<file path="config.mk">
export PLATFORM = sky130hd
export DESIGN_NAME = flit_packetizer_flat
export DESIGN_NICKNAME = d
export VERILOG_FILES = /design/src/rtl/flit_packetizer_pkg.sv /design/src/rtl/flit_packetizer_if.sv /design/src/rtl/flit_packetizer.sv /design/src/flat_wrapper.sv
export SDC_FILE = /design/constraint.sdc
export NUM_CORES = 1
export LEC_CHECK = 0
export BUFFER_PORTS_ARGS = -buffer_cell sky130_fd_sc_hd__clkbuf_2
export CORE_ASPECT_RATIO = 1.4
export CORE_MARGIN = 2
export CORE_UTILIZATION = 55
export DETAILED_ROUTE_END_ITERATION = 16
export PLACE_DENSITY = 0.79
export SLEW_MARGIN = 20
export SYNTH_ARGS = -nofsm -noshare
export SYNTH_HDL_FRONTEND = slang
export SYNTH_SLANG_ARGS = --single-unit
</file>
<file path="constraint.sdc">
create_clock -name clk -period 4.7 [get_ports clk]
set_input_delay 0 -clock clk [delete_from_list [all_inputs] [get_ports clk]]
set_output_delay 0 -clock clk [all_outputs]
set_load 0.05 [all_outputs]
</file>
<file path="src/rtl/flit_packetizer_pkg.sv">
`default_nettype none
// ============================================================================
// flit_packetizer_pkg : flit format shared by the packetizer and the flit queue
// Revision 1.0
// ============================================================================
package flit_packetizer_pkg;

   localparam int FLIT_PAYLOAD_W = 16;
   localparam int FLIT_NUM_W     = 4;
   localparam int NODE_ID_W      = 8;

   typedef enum logic [1:0] {
      HEAD     = 2'd0,
      BODY     = 2'd1,
      TAIL     = 2'd2,
      HEADTAIL = 2'd3
   } flittype_t;

   typedef struct packed {
      logic [NODE_ID_W-1:0]  src_id;
      logic [NODE_ID_W-1:0]  dst_id;
      flittype_t             flittype;
      logic [FLIT_NUM_W-1:0] flit_num;
   } flit_hdr_t;

   typedef struct packed {
      flit_hdr_t                 header;
      logic [FLIT_PAYLOAD_W-1:0] payload;
   } flit_t;

endpackage
`default_nettype wire

</file>
<file path="src/rtl/flit_packetizer_if.sv">
`default_nettype none
// ============================================================================
// flit_packetizer_if : message-in / flit-out handshake bundle of the packetizer
// Revision 1.0
// ============================================================================
interface flit_packetizer_if #(
   parameter int MAX_FLITS = 4
);
   import flit_packetizer_pkg::*;

   localparam int LEN_W = $clog2(MAX_FLITS + 1);

   logic                                msg_valid;
   logic                                msg_ready;
   logic [NODE_ID_W-1:0]                msg_src_id;
   logic [NODE_ID_W-1:0]                msg_dst_id;
   logic [LEN_W-1:0]                    msg_len;
   logic [MAX_FLITS*FLIT_PAYLOAD_W-1:0] msg_data;
   flit_t                               flit_out;
   logic                                flit_out_valid;
   logic                                flit_out_ready;
   logic                                busy;

   // slave: the packetizer itself
   modport slave (
      input  msg_valid, msg_src_id, msg_dst_id, msg_len, msg_data, flit_out_ready,
      output msg_ready, flit_out, flit_out_valid, busy
   );

   // master: message source plus downstream flit sink
   modport master (
      output msg_valid, msg_src_id, msg_dst_id, msg_len, msg_data, flit_out_ready,
      input  msg_ready, flit_out, flit_out_valid, busy
   );

endinterface
`default_nettype wire

</file>
<file path="src/rtl/flit_packetizer.sv">
`default_nettype none
// ============================================================================
// flit_packetizer : turns one message into HEAD + payload flits (last = TAIL)
// Revision 1.0
// ============================================================================
module flit_packetizer
#(
   parameter int MAX_FLITS = 4
) (
   input  logic             clk,
   input  logic             rst_n,
   flit_packetizer_if.slave bus
);
   import flit_packetizer_pkg::*;

   localparam int LEN_W = $clog2(MAX_FLITS + 1);

   generate
      if (MAX_FLITS < 1) begin : g_bad_max_flits
         $error("flit_packetizer: MAX_FLITS must be at least 1");
      end
      if (MAX_FLITS + 1 > (1 << FLIT_NUM_W)) begin : g_bad_flit_num_w
         $error("flit_packetizer: FLIT_NUM_W too narrow for MAX_FLITS+1");
      end
   endgenerate

   typedef enum logic [1:0] {
      ST_IDLE = 2'd0,
      ST_HEAD = 2'd1,
      ST_BODY = 2'd2
   } state_t;

   state_t                              state_q;
   logic [NODE_ID_W-1:0]                src_q;
   logic [NODE_ID_W-1:0]                dst_q;
   logic [LEN_W-1:0]                    len_q;
   logic [LEN_W-1:0]                    idx_q;
   logic [MAX_FLITS*FLIT_PAYLOAD_W-1:0] data_q;
   flit_t                               flit_q;
   logic                                valid_q;
   logic                                busy_q;

   logic [LEN_W-1:0] len_clamped;
   logic [LEN_W-1:0] body_k;
   logic             last_body;
   logic             hs;
   flit_t            head_flit;
   flit_t            body_flit;

   assign hs                 = valid_q && bus.flit_out_ready;
   assign bus.msg_ready      = (state_q == ST_IDLE) && rst_n;
   assign bus.flit_out       = flit_q;
   assign bus.flit_out_valid = valid_q;
   assign bus.busy           = busy_q;

   // body_k is the payload flit to present after the current handshake
   always_comb begin
      len_clamped = (int'(bus.msg_len) > MAX_FLITS) ? LEN_W'(MAX_FLITS) : bus.msg_len;

      head_flit                 = '0;
      head_flit.header.src_id   = bus.msg_src_id;
      head_flit.header.dst_id   = bus.msg_dst_id;
      head_flit.header.flittype = (len_clamped == '0) ? HEADTAIL : HEAD;
      head_flit.payload         = FLIT_PAYLOAD_W'(len_clamped);

      body_k    = (state_q == ST_BODY) ? (idx_q + LEN_W'(1)) : '0;
      last_body = (idx_q == (len_q - LEN_W'(1)));

      body_flit                 = '0;
      body_flit.header.src_id   = src_q;
      body_flit.header.dst_id   = dst_q;
      body_flit.header.flittype = (body_k == (len_q - LEN_W'(1))) ? TAIL : BODY;
      body_flit.header.flit_num = FLIT_NUM_W'(body_k) + FLIT_NUM_W'(1);
      body_flit.payload         = data_q[int'(body_k)*FLIT_PAYLOAD_W +: FLIT_PAYLOAD_W];
   end

   always_ff @(posedge clk or negedge rst_n) begin
      if (!rst_n) begin
         state_q <= ST_IDLE;
         src_q   <= '0;
         dst_q   <= '0;
         len_q   <= '0;
         idx_q   <= '0;
         data_q  <= '0;
         flit_q  <= '0;
         valid_q <= 1'b0;
         busy_q  <= 1'b0;
      end else begin
         case (state_q)
            ST_IDLE: begin
               if (bus.msg_valid) begin
                  src_q   <= bus.msg_src_id;
                  dst_q   <= bus.msg_dst_id;
                  len_q   <= len_clamped;
                  data_q  <= bus.msg_data;
                  idx_q   <= '0;
                  flit_q  <= head_flit;
                  valid_q <= 1'b1;
                  busy_q  <= 1'b1;
                  state_q <= ST_HEAD;
               end
            end
            ST_HEAD: begin
               if (hs) begin
                  if (len_q == '0) begin
                     flit_q  <= '0;
                     valid_q <= 1'b0;
                     busy_q  <= 1'b0;
                     state_q <= ST_IDLE;
                  end else begin
                     flit_q  <= body_flit;
                     idx_q   <= '0;
                     state_q <= ST_BODY;
                  end
               end
            end
            ST_BODY: begin
               if (hs) begin
                  if (last_body) begin
                     flit_q  <= '0;
                     valid_q <= 1'b0;
                     busy_q  <= 1'b0;
                     state_q <= ST_IDLE;
                  end else begin
                     flit_q <= body_flit;
                     idx_q  <= body_k;
                  end
               end
            end
            default: begin
               flit_q  <= '0;
               valid_q <= 1'b0;
               busy_q  <= 1'b0;
               state_q <= ST_IDLE;
            end
         endcase
      end
   end

endmodule
`default_nettype wire

</file>
<file path="src/flat_wrapper.sv">
// flat-port wrapper written by rule: the top's interface ports become plain ports
module flit_packetizer_flat import flit_packetizer_pkg::*;
#(
   parameter int MAX_FLITS = 4
)
  (clk, rst_n, bus_msg_valid, bus_msg_src_id, bus_msg_dst_id, bus_msg_len, bus_msg_data, bus_flit_out_ready, bus_msg_ready, bus_flit_out, bus_flit_out_valid, bus_busy);
  flit_packetizer_if #(.MAX_FLITS(MAX_FLITS)) bus_i ();
  input  logic clk;
  input  logic rst_n;
  input wire logic [$bits(bus_i.msg_valid)-1:0] bus_msg_valid;
  input wire logic [$bits(bus_i.msg_src_id)-1:0] bus_msg_src_id;
  input wire logic [$bits(bus_i.msg_dst_id)-1:0] bus_msg_dst_id;
  input wire logic [$bits(bus_i.msg_len)-1:0] bus_msg_len;
  input wire logic [$bits(bus_i.msg_data)-1:0] bus_msg_data;
  input wire logic [$bits(bus_i.flit_out_ready)-1:0] bus_flit_out_ready;
  output wire logic [$bits(bus_i.msg_ready)-1:0] bus_msg_ready;
  output wire logic [$bits(bus_i.flit_out)-1:0] bus_flit_out;
  output wire logic [$bits(bus_i.flit_out_valid)-1:0] bus_flit_out_valid;
  output wire logic [$bits(bus_i.busy)-1:0] bus_busy;
  assign bus_i.msg_valid = bus_msg_valid;
  assign bus_i.msg_src_id = bus_msg_src_id;
  assign bus_i.msg_dst_id = bus_msg_dst_id;
  assign bus_i.msg_len = bus_msg_len;
  assign bus_i.msg_data = bus_msg_data;
  assign bus_i.flit_out_ready = bus_flit_out_ready;
  assign bus_msg_ready = bus_i.msg_ready;
  assign bus_flit_out = bus_i.flit_out;
  assign bus_flit_out_valid = bus_i.flit_out_valid;
  assign bus_busy = bus_i.busy;
  flit_packetizer #(.MAX_FLITS(MAX_FLITS)) u_core (.clk(clk), .rst_n(rst_n), .bus(bus_i));
endmodule
</file>
=== Word level (Yosys, flattened, before mapping) ===
Cells that the tools add are included.

* Memories kept: 0
* Memory bits (read-only): 0
* Logic and storage cells: 67
* Memory bits (writable): 0
* Latch bits: 0
* Register bits: 127

* $add $sub $neg: 3
* Reduce and logical (&&, ||, !) cells: 11
* Shift-type cells: 1
* Equal/unequal tests: 11
* Divide/modulo/power cells: 0
* Order comparisons: 1
* Multiply operators: 0
* Multiplexer cells: 28
* Bitwise gates (word level): 0

{| class="wikitable"
|+ Operators with widths
! operator !! number
|-
| 2-to-1 mux 38 bit || 5
|-
| case mux 38 bit (3 select lines) || 1
|-
| variable part select 64 x 8 -> 16 bit || 1
|-
| 2-to-1 mux 3 bit || 7
|-
| 2-to-1 mux 2 bit || 7
|-
| case mux 3 bit (3 select lines) || 1
|-
| inequality test 2 x 1 -> 1 bit, second input constant || 4
|-
| == test 3 bit || 2
|-
| logical NOT 3 bit || 2
|-
| inequality test 2 bit, second input constant || 3
|-
| case mux 2 bit (3 select lines) || 1
|-
| AND reduction 6 bit || 1
|-
| 2-to-1 mux 1 bit || 5
|-
| AND reduction 5 bit || 1
|-
| adder 3 x 1 -> 4 bit, second input constant || 1
|-
| AND reduction 4 bit || 1
|-
| adder 3 x 1 -> 3 bit, second input constant || 1
|-
| greater-than comparator 3 bit, second input constant || 1
|-
| case mux 1 bit (3 select lines) || 1
|-
| AND reduction 3 bit || 1
|-
| nonzero test 3 bit || 1
|-
| subtractor 3 x 1 -> 3 bit, second input constant || 1
|-
| == test 2 x 1 -> 1 bit, second input constant || 1
|-
| == test 2 bit, second input constant || 1
|-
| other kinds (3) || 4
|}

=== Depth between registers and ports, before layout ===
Gate-level depths: netlist of run 1.

* Depth after elaboration: 7
* Depth in mapped cells: 7
* Depth with buffers taken out: 6

=== Worst setup path after synthesis of run 1 ===
OpenSTA, ideal clock, no wires.

* Kind: register to register
* From: register u_core.valid_q (netlist: u_core.bus.flit_out_valid)
* To: register u_core.flit_q, in the netlist u_core.bus.flit_out[26]
* Setup time: 0.126 ns
* Path buffers: 2
* Arrival time: 1.899 ns
* Required time: 4.574 ns
* Period minus slack after synthesis: 2.025 ns
* Slack: 2.675 ns
* Cell stages (with the launch flop): 7
* Path through: dfrtp_1 -> nand2_1 -> and3b_1 -> or2_2 -> buf_2 -> buf_2 -> a221o_1

* Word-level cells in the longest chain between the ends: 3
* Elaborated cells on any way between the ends: 4
* Those cells by class: 2 x eq/ne; 2 x reduce/logical

{| class="wikitable"
|+ Ends and longest elaborated chain
! element !! line !! source
|-
| start, declared || flit_packetizer.sv:40 || <nowiki>logic valid_q;</nowiki>
|-
| start signal, assigned || flit_packetizer.sv:86 || <nowiki>valid_q <= 1'b0;</nowiki>
|-
| start signal, assigned || flit_packetizer.sv:98 || <nowiki>valid_q <= 1'b1;</nowiki>
|-
| start signal, assigned || flit_packetizer.sv:107 || <nowiki>valid_q <= 1'b0;</nowiki>
|-
| logical AND 1 bit * || flit_packetizer.sv:50 || <nowiki>assign hs = valid_q && bus.flit_out_ready;</nowiki>
|-
| inequality test 2 x 1 -> 1 bit (no source line) || -- ||
|-
| AND reduction 3 bit (no source line) * || -- ||
|-
| end signal, assigned || flit_packetizer.sv:97 || <nowiki>flit_q <= head_flit;</nowiki>
|-
| end signal, assigned || flit_packetizer.sv:111 || <nowiki>flit_q <= body_flit;</nowiki>
|-
| end signal, assigned || flit_packetizer.sv:125 || <nowiki>flit_q <= body_flit;</nowiki>
|-
| end, declared || flit_packetizer.sv:39 || <nowiki>flit_t flit_q;</nowiki>
|}

Mark *: on every way between the ends. The rest lies on a longest branch, timed or not.
A chain may end at the register's enable or synchronous reset.

=== Final worst setup path of run 1 ===
* From: register u_core.idx_q[0]
* To: register u_core.flit_q, in the netlist u_core.bus.flit_out[18]

* Word-level cells in the longest chain between the ends: 6
* Elaborated cells on any way between the ends: 9
* Those cells by class: 2 x add/sub; 1 x eq/ne; 6 x mux

{| class="wikitable"
|+ Ends and longest elaborated chain
! element !! line !! source
|-
| start, declared || flit_packetizer.sv:37 || <nowiki>logic [LEN_W-1:0] idx_q;</nowiki>
|-
| start signal, assigned || flit_packetizer.sv:126 || <nowiki>idx_q <= body_k;</nowiki>
|-
| adder 3 x 1 -> 3 bit || flit_packetizer.sv:66 || <nowiki>body_k = (state_q == ST_BODY) ? (idx_q + LEN_W'(1)) : '0;</nowiki>
|-
| 2-to-1 mux 3 bit || flit_packetizer.sv:66 ||
|-
| adder 3 x 1 -> 4 bit || flit_packetizer.sv:73 || <nowiki>body_flit.header.flit_num = FLIT_NUM_W'(body_k) + FLIT_NUM_W'(1);</nowiki>
|-
| 2-to-1 mux 38 bit, on equally long branches || flit_packetizer.sv:119, flit_packetizer.sv:105 ||
|-
| 2-to-1 mux 38 bit, on equally long branches || flit_packetizer.sv:118, flit_packetizer.sv:104 ||
|-
| case mux 38 bit (3 select lines) * || flit_packetizer.sv:89 || <nowiki>case (state_q)</nowiki>
|}

Mark *: on every way between the ends. The rest lies on a longest branch, timed or not. The select of a mux whose other input is x is not followed.

==> results_dict.tcl, run 1 <==
set metrics [dict create \
    status "completed" \
    dieArea_um2 11100 \
    num_antenna_cells 0 \
    start_util 0.568 \
    wirelength_um 15700 \
    p_per_area_nw_per_um2 689 \
    wire_per_inst_um 17.1 \
    slew_viol_final 0 \
    drc 0 \
    hp-class "in -> async" \
    relSlewSlack 0.296 \
    tritoncts "done" \
    clk_pin_slew_ns 0.06 \
    min_period_ns 3.00 \
    rows 43 \
    cpMaxStageDelayCell "nand3b_1" \
    grt_max_degree 87 \
    crit_chain "buf_4, ha_1, nand3b_1, inv_1, ha_1, xor2_1, a22o_1" \
    busiest_layer "met2" \
    cap_violations 0 \
    whs_ns 0.152 \
    ir_worst_vdd_mv 0.399 \
    via_count 5170 \
    yosys_warnings 0 \
    io_pins 128 \
    postSynthAreaPerCell_um2 9.84 \
    grt_util_met2 0.515 \
    synthFlopType "dfrtp_1" \
    met3_usage 0.0702 \
    setup_viol 0 \
    async_flop_share 1.00 \
    final_min_period_over_clock_period 0.639 \
    rsz0062_at_grt "no" \
    numPortBuffers 127 \
    dr.first_iter.drc_count 453 \
    cpPeakStageDelay_ns 0.64 \
    synth_cell_types 47 \
    grt_pass1_wl_um 25300 \
    final_antenna_net_count 0 \
    cts_made_buffers 17 \
    area_growth_pct 39.5 \
    ctsHtreeMaxLevel 4 \
    achievable-frequency_mhz 333 \
    cts_sinks 127 \
    die_w_um 89.7 \
    gr-total-overflow 0 \
    leakage_nw 4.09 \
    grt_usage 0.293 \
    via_per_inst 5.61 \
    cp-end-kind "flip-flop" \
    synth_edf_count 0 \
    critPathBufInv 2 \
    layout-drive-gt1-share 0.228 \
    tns_ns 0 \
    core-area_um2 9950 \
    crit_family "buffers and inverters" \
    antenna_found_initial 0 \
    fin_nets 864 \
    clock_latency_ns 0.42 \
    netlist_instances 575 \
    critPathMaxFanout 38 \
    tightest_slew_ns 1.06 \
    finClkSkew_ns 0.00815 \
    fill_cells 583 \
    yosysSeqAreaShare 0.562 \
    arrival_ns 3.30 \
    post_cts_buffers 0 \
    cts_buffer_depth 2 \
    hold_viol 0 \
    cpMostUsedCell "ha_1" \
    hpwl_um 8860 \
    ys_ff_latch 127 \
    worst_setup_path_start_kind "flip-flop" \
    crit_required_ns 5.00 \
    gp_congestion 0.825 \
    die_h_um 124 \
    synth_nets 666 \
    dr.pass1.iters 7 \
    met1_usage 0.343 \
    root_buffer "clkbuf_16" \
    first_global_vias 5251 \
    critPathKind "reg -> reg" \
    syn_area_um2 5660 \
]
==> cell usage after synthesis (all sizes together) (4+ instances only) <==
library cell | n | area (µm²)
nand2 | 220 | 826
dfrtp | 127 | 3180
buf | 21 | 111
a221o | 20 | 204
and2 | 20 | 125
a21o | 19 | 144
clkbuf | 18 | 67.6
o21ai | 17 | 85.1
a32o | 16 | 160
mux2i | 16 | 160
nand3 | 14 | 70.1
nor2 | 6 | 22.5
a21oi | 5 | 25.0
nor2b | 5 | 31.3
xor2 | 5 | 43.8
ha | 4 | 50.1
==> cell usage in the layout (no fill, tap or decap), drive strengths merged, types with 3 or more instances in the layout <==
master	count
clkinv	3
a22o	3
inv	3
clkbuf	149
nor2	6
nand3	14
bufinv	5
mux2i	16
a221o	20
a32o	16
nor4	3
nor2b	5
nand2	220
nand3b	3
xor2	5
a211oi	3
a21o	19
nor3b	3
and2	20
dfrtp	127
ha	4
dlygate4sd3	86
buf	6
o21ai	17
a21oi	5
==> where the power goes <==
group | leakage, nW | total [W] | internal [W] | switching [W]
logic | 2.14 | 0.00205 | 0.000710 | 0.00134
clock network | 0.335 | 0.00149 | 0.00102 | 0.000469
registers | 1.62 | 0.00189 | 0.00157 | 0.000326
total | 4.09 | 0.00543 | 0.00330 | 0.00213
==> kinds of logic (layout without fill, tap and decap cells) <==
family                   count (synthesis)  after routing  synth area share
flip-flops                             127            127             0.562
buffers and inverters                   42            253            0.0336
AND/OR/NAND/NOR                        286            286             0.221
AO/OA/AOI/OAI                           92             92             0.131
adder cells (fa/ha/maj)                  4              4           0.00885
XOR/XNOR                                 8              8            0.0148
multiplexers                            16             16            0.0283
==> sequential cells by signal (all words and copies together), names as in the netlist <==
register,count
u_core.state_q,2
u_core.bus.flit_out_valid,1
u_core.bus.flit_out,38
u_core.data_q,64
u_core.src_q,8
u_core.idx_q,3
u_core.dst_q,8
u_core.len_q,3
==> metal layers <==
metal	up-vias	routed length [µm]
li1	2345	-
met1	2534	6070
met2	237	8190
met3	54	884
met4	0	578
met5	-	0
==> stage by stage <==
step	cell area, µm²	std cells	total power [W]	utilization	setup slack (ns)
floorplan	5660	575	0.00332	-	2.68
global placement	6340	803	0.00374	0.637	1.83
detailed placement	6340	803	0.00381	0.637	1.76
CTS	7890	921	0.00540	0.793	1.74
global route	7890	921	0.00569	0.793	1.50
finish	7890	921	0.00543	0.793	1.70
==> worst paths after layout <==
| check | from | to | slack [ns] | cells after the start |
|---|---|---|---|---|
| setup / recovery | u_core.idx_q[0] | u_core.bus.flit_out[18] | 1.70 | 7 |
| hold / removal | rst_n | u_core.bus.flit_out[32] | 0.15 | 2 |
| setup reg to reg | u_core.idx_q[0] | u_core.bus.flit_out[18] | 1.70 | 7 |
| hold reg to reg | u_core.data_q[50] | u_core.data_q[50] | 0.47 | 2 |
| max in group asynchronous | rst_n | u_core.idx_q[0] | 3.36 | 3 |
| min in group clk | bus_msg_valid | u_core.bus.flit_out_valid | 0.18 | 5 |
==> final cells by class <==
class	instances	area (µm²)	area share
Inverter	3	11.3	0.00143
Clock buffer	23	508	0.0644
Timing Repair Buffer	218	1540	0.195
Clock inverter	9	176	0.0224
Multi-Input combinational cell	406	2310	0.292
Sequential cell	127	3180	0.403
Tap cell	135	169	0.0214
==> repair_timing <==
item / in CTS / in global routing
endpoints found under the hold margin: 171 / 0
hold buffers: 86 / 0
gates resized for setup: 0 / 0
Note: power is estimated with default switching activity, not from simulation.
==> inputs of run 2 (changes only) <==
ABC_AREA = 1   (was default)
PLACE_DENSITY = 0.78   (was 0.79)
clock period = 2.85 ns   (was 4.7 ns; I/O delays follow)
==> run 2 against run 1 <==
Count of clock-buffer cells in the layout is 3 lower. Largest power group unchanged. Critical path type unchanged. Clock skew rose by 0.00083 ns. First-iteration DRC count shrank 11%. Register-to-register slack worse by 1.2 ns. Global-route usage increased by 1.7 points. Combinational power is 110% higher. Maximum frequency is 26% higher. Clock power increased by 64%. Sequential share of layout area shrank 1.7 points. Sequential cell count stayed put. Setup slack got worse by 1.2 ns. Largest cell class unchanged.
==> results_dict.tcl, run 2 <==
set metrics [dict create \
    layout_common_cells "327 x nand2_1, 127 x dfrtp_1, 126 x clkbuf_2, 86 x o21ai_0, 86 x dlygate4sd3_1" \
    cts_made_buffers 17 \
    hold_buffers 86 \
    clk_pin_slew_ns 0.05 \
    async_flop_share 1.00 \
    ctsHtreeMaxLevel 4 \
    numPortBuffers 127 \
    crit_chain "nor2_2, nand2_2, buf_4, nand3_2, inv_2, nand2_1, o21ai_0, inv_1, nand2_1" \
    synth_cell_types 22 \
    die_h_um 128 \
    final_area_um2 8250 \
    largest_reg_flops 64 \
    root_buffer "clkbuf_16" \
    rows 45 \
    r2r-end "u_core.bus.flit_out[36]" \
    layout_commonest_cell "nand2_1" \
    cpMostUsedCell "nand2_1" \
    relSlewSlack 0.428 \
    synth_edf_count 0 \
    crit_required_ns 3.20 \
    r2r_setup_slack_ns 0.47 \
    post_cts_buffers 0 \
    cp-end-kind "flip-flop" \
    fin_nets 1086 \
    crit_family "buffers and inverters" \
    wire_per_inst_um 15.1 \
    first_global_vias 5987 \
    ir_worst_vdd_mv 0.578 \
    io_pins 128 \
    cts_buffer_depth 2 \
    finClkSkew_ns 0.00898 \
    area_growth_pct 37.1 \
    dr.pass1.iters 5 \
    whs_ns 0.286 \
    netlist_top_cells_count "327 x nand2_1, 127 x dfrtp_1, 86 x o21ai_0" \
    setup_viol 0 \
    start_util 0.559 \
    dieArea_um2 11800 \
    top_register "u_core.data_q" \
    worstReg2RegStart "u_core.state_q[1]" \
    antenna_found_initial 0 \
    critPathBufInv 3 \
    drc 0 \
    grt_max_degree 76 \
    critPathMaxFanout 38 \
    post_cts_resized 0 \
    synthFlopType "dfrtp_1" \
    cap_violations 0 \
    rsz0062_at_grt "no" \
    ys_ff_latch 127 \
    synth_nets 884 \
    core-area_um2 10800 \
    wirelength_um 17400 \
    r2r_cells 9 \
    postSynthAreaPerCell_um2 7.58 \
    synth.area.top_cells "dfrtp_1 53%, nand2_1 20%, o21ai_0 7.2%" \
    grt_usage 0.309 \
    final_min_period_over_clock_period 0.836 \
    via_per_inst 5.18 \
    final_antenna_net_count 0 \
    gp_congestion 0.902 \
    arrival_ns 2.73 \
    leakage_nw 4.52 \
    yosysTopAreaCell "dfrtp_1" \
    yosys_warnings 0 \
    hp-class "in -> async" \
    synth_top_area_share 0.529 \
    critPathKind "reg -> reg" \
    netlist_instances 793 \
    hpwl_um 9650 \
    achievable-frequency_mhz 419 \
    syn_area_um2 6010 \
    p_per_area_nw_per_um2 1190 \
    die_w_um 92.4 \
    tritoncts "done" \
    layout-drive-gt1-share 0.183 \
    fin_ws_ns 0.466 \
    min_period_ns 2.38 \
    tightest_slew_ns 0.858 \
    via_count 5949 \
    post-place-ws_ns 0.615 \
    synth.most_common_cell "nand2_1" \
    tns_ns 0 \
    num_antenna_cells 0 \
    dr.first_iter.drc_count 403 \
    grt_pass1_wl_um 28200 \
    place_area_um2 6710 \
    worst_setup_path_start_kind "flip-flop" \
    status "completed" \
    clock_latency_ns 0.42 \
    yosysSeqAreaShare 0.529 \
    cts_sinks 127 \
    cpPeakStageDelay_ns 0.58 \
    slew_viol_final 0 \
    hold_viol 0 \
    gr-total-overflow 0 \
    cpMaxStageDelayCell "inv_2" \
]
[run 2: cell types whose count changed in the layout (fill, tap and decap cells not counted), sizes merged, moves of 5 or more]
cell	previous run	this run
a21o	19	0
a21oi	5	18
mux2i	16	0
nor2b	5	0
and2	20	0
xor2	5	0
nand2	220	329
nor2	6	42
a32o	16	0
a221o	20	0
nand3	14	53
inv	3	91
o21ai	17	87
[run 2: cells by family (layout without fill, tap and decap cells)]
family                     after synthesis  in the layout  synth area share
adders and majority gates                4              4           0.00832
buffers and inverters                  129            344            0.0888
xor gates and xnor gates                 1              1           0.00146
AOI/OAI and AO/OA                      105            105            0.0874
and+or+nand+nor                        427            427             0.285
DFF                                    127            127             0.529
[run 2: worst max-delay path by stage]
stage / startpoint / to / slack, ns / depth (start not counted)
3_5_place_dp: u_core.idx_q[0] / u_core.bus.flit_out[3] / 0.62 / 8
6_report: u_core.state_q[1] / u_core.bus.flit_out[36] / 0.47 / 9
3_3_place_gp: u_core.idx_q[0] / u_core.bus.flit_out[3] / 0.70 / 8
2_1_floorplan: u_core.idx_q[0] / u_core.bus.flit_out[18] / 1.04 / 8
4_1_cts: u_core.idx_q[0] / u_core.bus.flit_out[3] / 0.55 / 8
5_1_grt: u_core.state_q[1] / u_core.bus.flit_out[36] / 0.31 / 9
[run 2: stage by stage]
step / power [W] / util / instances
global route: 0.0105 / 0.767 / 1149
detailed placement: 0.00715 / 0.624 / 1031
CTS: 0.00975 / 0.767 / 1149
floorplan: 0.00617 / - / 793
finish: 0.00984 / 0.767 / 1149
global placement: 0.00705 / 0.624 / 1031
[run 2: routing by layer]
metal / GRT usage / vias to the layer above / routed length (µm)
met5: 0 / - / 0
met4: 0.176 / 0 / 656
met3: 0.0629 / 55 / 994
met2: 0.539 / 253 / 9150
met1: 0.351 / 2791 / 6600
li1: - / 2850 / -
[run 2: cell type report]
type	count	area, µm²
clock inverters	12	206
clock buffers	20	467
inverters	90	338
multi-input cells	537	2300
fillers	747	2510
well taps	141	176
flip-flops and latches	127	3180
repair buffers	222	1580
[run 2: tightest hold or removal path, delay by kind of cell]
| family | cells | cell delay, ns |
|---|---|---|
| buf+inv | 3 | 1.20 |
[run 2: power breakdown]
part           switching [W]  internal, W
clock               0.000814      0.00163
sequential          0.000422      0.00259
combinational        0.00315      0.00123
total                0.00438      0.00545
==> inputs of run 3 (changes only) <==
ABC_AREA = 0   (was 1)
CORE_UTILIZATION = 49   (was 55)
PLACE_DENSITY = 0.74   (was 0.78)
clock period = 2.15 ns   (was 2.85 ns; I/O delays follow)
==> run 3 against run 2 <==
Sequential cell count stayed put. Largest cell class unchanged. Critical endpoint is now u_core.bus.flit_out[2]. Sequential power is 37% higher. Worst hold slack worse by 0.25 ns. Critical path type unchanged. Via count is 15% lower. Clock skew hardly changed.
==> results_dict.tcl, run 3 (synthesis results as in run 1) <==
set metrics [dict create \
    via_per_inst 5.33 \
    multiInputGateArea_um2 2310 \
    seqCellArea_um2 3180 \
    grt_max_degree 59 \
    hold_viol 0 \
    numPortBuffers 127 \
    ctsHtreeMaxLevel 4 \
    arrival_ns 2.29 \
    ir_worst_vdd_mv 0.721 \
    gp_congestion 0.870 \
    finClkSkew_ns 0.00940 \
    dieArea_um2 12400 \
    achievable-frequency_mhz 501 \
    grt_pass1_wl_um 25400 \
    layout_common_cells "220 x nand2_1, 126 x clkbuf_2, 125 x dfrtp_1, 86 x dlygate4sd3_1, 20 x and2_1" \
    dr.first_iter.drc_count 310 \
    antenna_found_initial 0 \
    final_min_period_over_clock_period 0.928 \
    gr-total-overflow 0 \
    critPathKind "reg -> reg" \
    via_count 5037 \
    num_antenna_cells 0 \
    final_antenna_net_count 0 \
    first_global_vias 5317 \
    area_growth_pct 40.4 \
    relSlewSlack 0.683 \
    leakage_nw 4.13 \
    tightest_slew_ns 0.476 \
    p_per_area_nw_per_um2 1450 \
    hpwl_um 9610 \
    cap_violations 0 \
    wirelength_um 15300 \
    rsz0062_at_grt "no" \
    fin_nets 880 \
    clock_latency_ns 0.42 \
    crit_required_ns 2.44 \
    worst_setup_path_start_kind "flip-flop" \
    layout_commonest_cell "nand2_1" \
    tritoncts "done" \
    start_util 0.501 \
    min_period_ns 2.00 \
    drc 0 \
    io_pins 128 \
    die_h_um 131 \
    setup_viol 0 \
    top_register "u_core.data_q" \
    slew_viol_final 0 \
    cp-end-kind "flip-flop" \
    die_w_um 94.8 \
    root_buffer "clkbuf_16" \
    grt_usage 0.262 \
    cts_made_buffers 17 \
    largest_reg_flops 64 \
    fill_cells 871 \
    cts_buffer_depth 2 \
    critPathMaxFanout 16 \
    core-area_um2 11300 \
    hp-class "in -> async" \
    clk_pin_slew_ns 0.06 \
    wire_per_inst_um 16.1 \
    layout-drive-gt1-share 0.240 \
    rows 46 \
    tns_ns 0 \
    dr.pass1.iters 5 \
    cts_sinks 127 \
    whs_ns 0.0327 \
    status "completed" \
]
-- run 3: through the flow --
step	setup slack, ns	utilization	instance area (µm²)	power, W	instances
after floorplan	0.125	-	5660	0.00726	575
after global placement	0.224	0.577	6510	0.00835	828
after detailed placement	0.145	0.577	6510	0.00854	828
after CTS	0.119	0.704	7940	0.0115	945
after global routing	0.0260	0.704	7940	0.0122	945
final	0.154	0.704	7940	0.0115	945
-- run 3: path summary, 6_finish.rpt --
check                      depth (start not counted)               from  slack (ns)                   endpoint
setup reg to reg                                   7    u_core.len_q[0]        0.15     u_core.bus.flit_out[2]
hold reg to reg                                    2  u_core.data_q[13]        0.47          u_core.data_q[13]
setup / recovery                                   7    u_core.len_q[0]        0.15     u_core.bus.flit_out[2]
min in group clk                                   5      bus_msg_valid        0.16  u_core.bus.flit_out_valid
max in group asynchronous                          3              rst_n        1.32          u_core.data_q[56]
hold / removal                                     2              rst_n        0.03    u_core.bus.flit_out[35]
-- run 3: worst max-delay path: stages (launching register included) --
cell and delay [ns]:
dfrtp_1 0.34, inv_1 0.06, ha_1 0.33, xor2_1 0.21
o2111a_2 0.28, nor4_4 0.06, buf_4 0.22, a221o_2 0.37
-- run 3: metal layers --
layer	GRT usage	vias to the layer above	wire [µm]
met3	0.0550	36	740
met1	0.318	2449	6180
met2	0.451	167	7990
met4	0.0990	0	353
li1	-	2385	-
met5	0	-	0
-- run 3: cell type report --
cell class / instances / share of cell area
clock buffers: 24 / 0.0606
clock inverters: 7 / 0.0107
inverters: 3 / 0.00142
multi-input cells: 406 / 0.290
flip-flops and latches: 127 / 0.400
well taps: 144 / 0.0227
repair buffers: 234 / 0.214
-- run 3: where the power goes --
group	total [W]	leakage, nW	internal (W)	switching, W
combinational	0.00460	2.23	0.00170	0.00290
sequential	0.00411	1.62	0.00343	0.000681
clock	0.00277	0.284	0.00178	0.000990
-- run 3: repair_timing --
item,4_1_cts,5_1_grt
hold buffers,86,0
endpoints found under the setup margin,0,4
endpoints found under the hold margin,229,0
buffers inserted,0,0
resized for setup,0,2
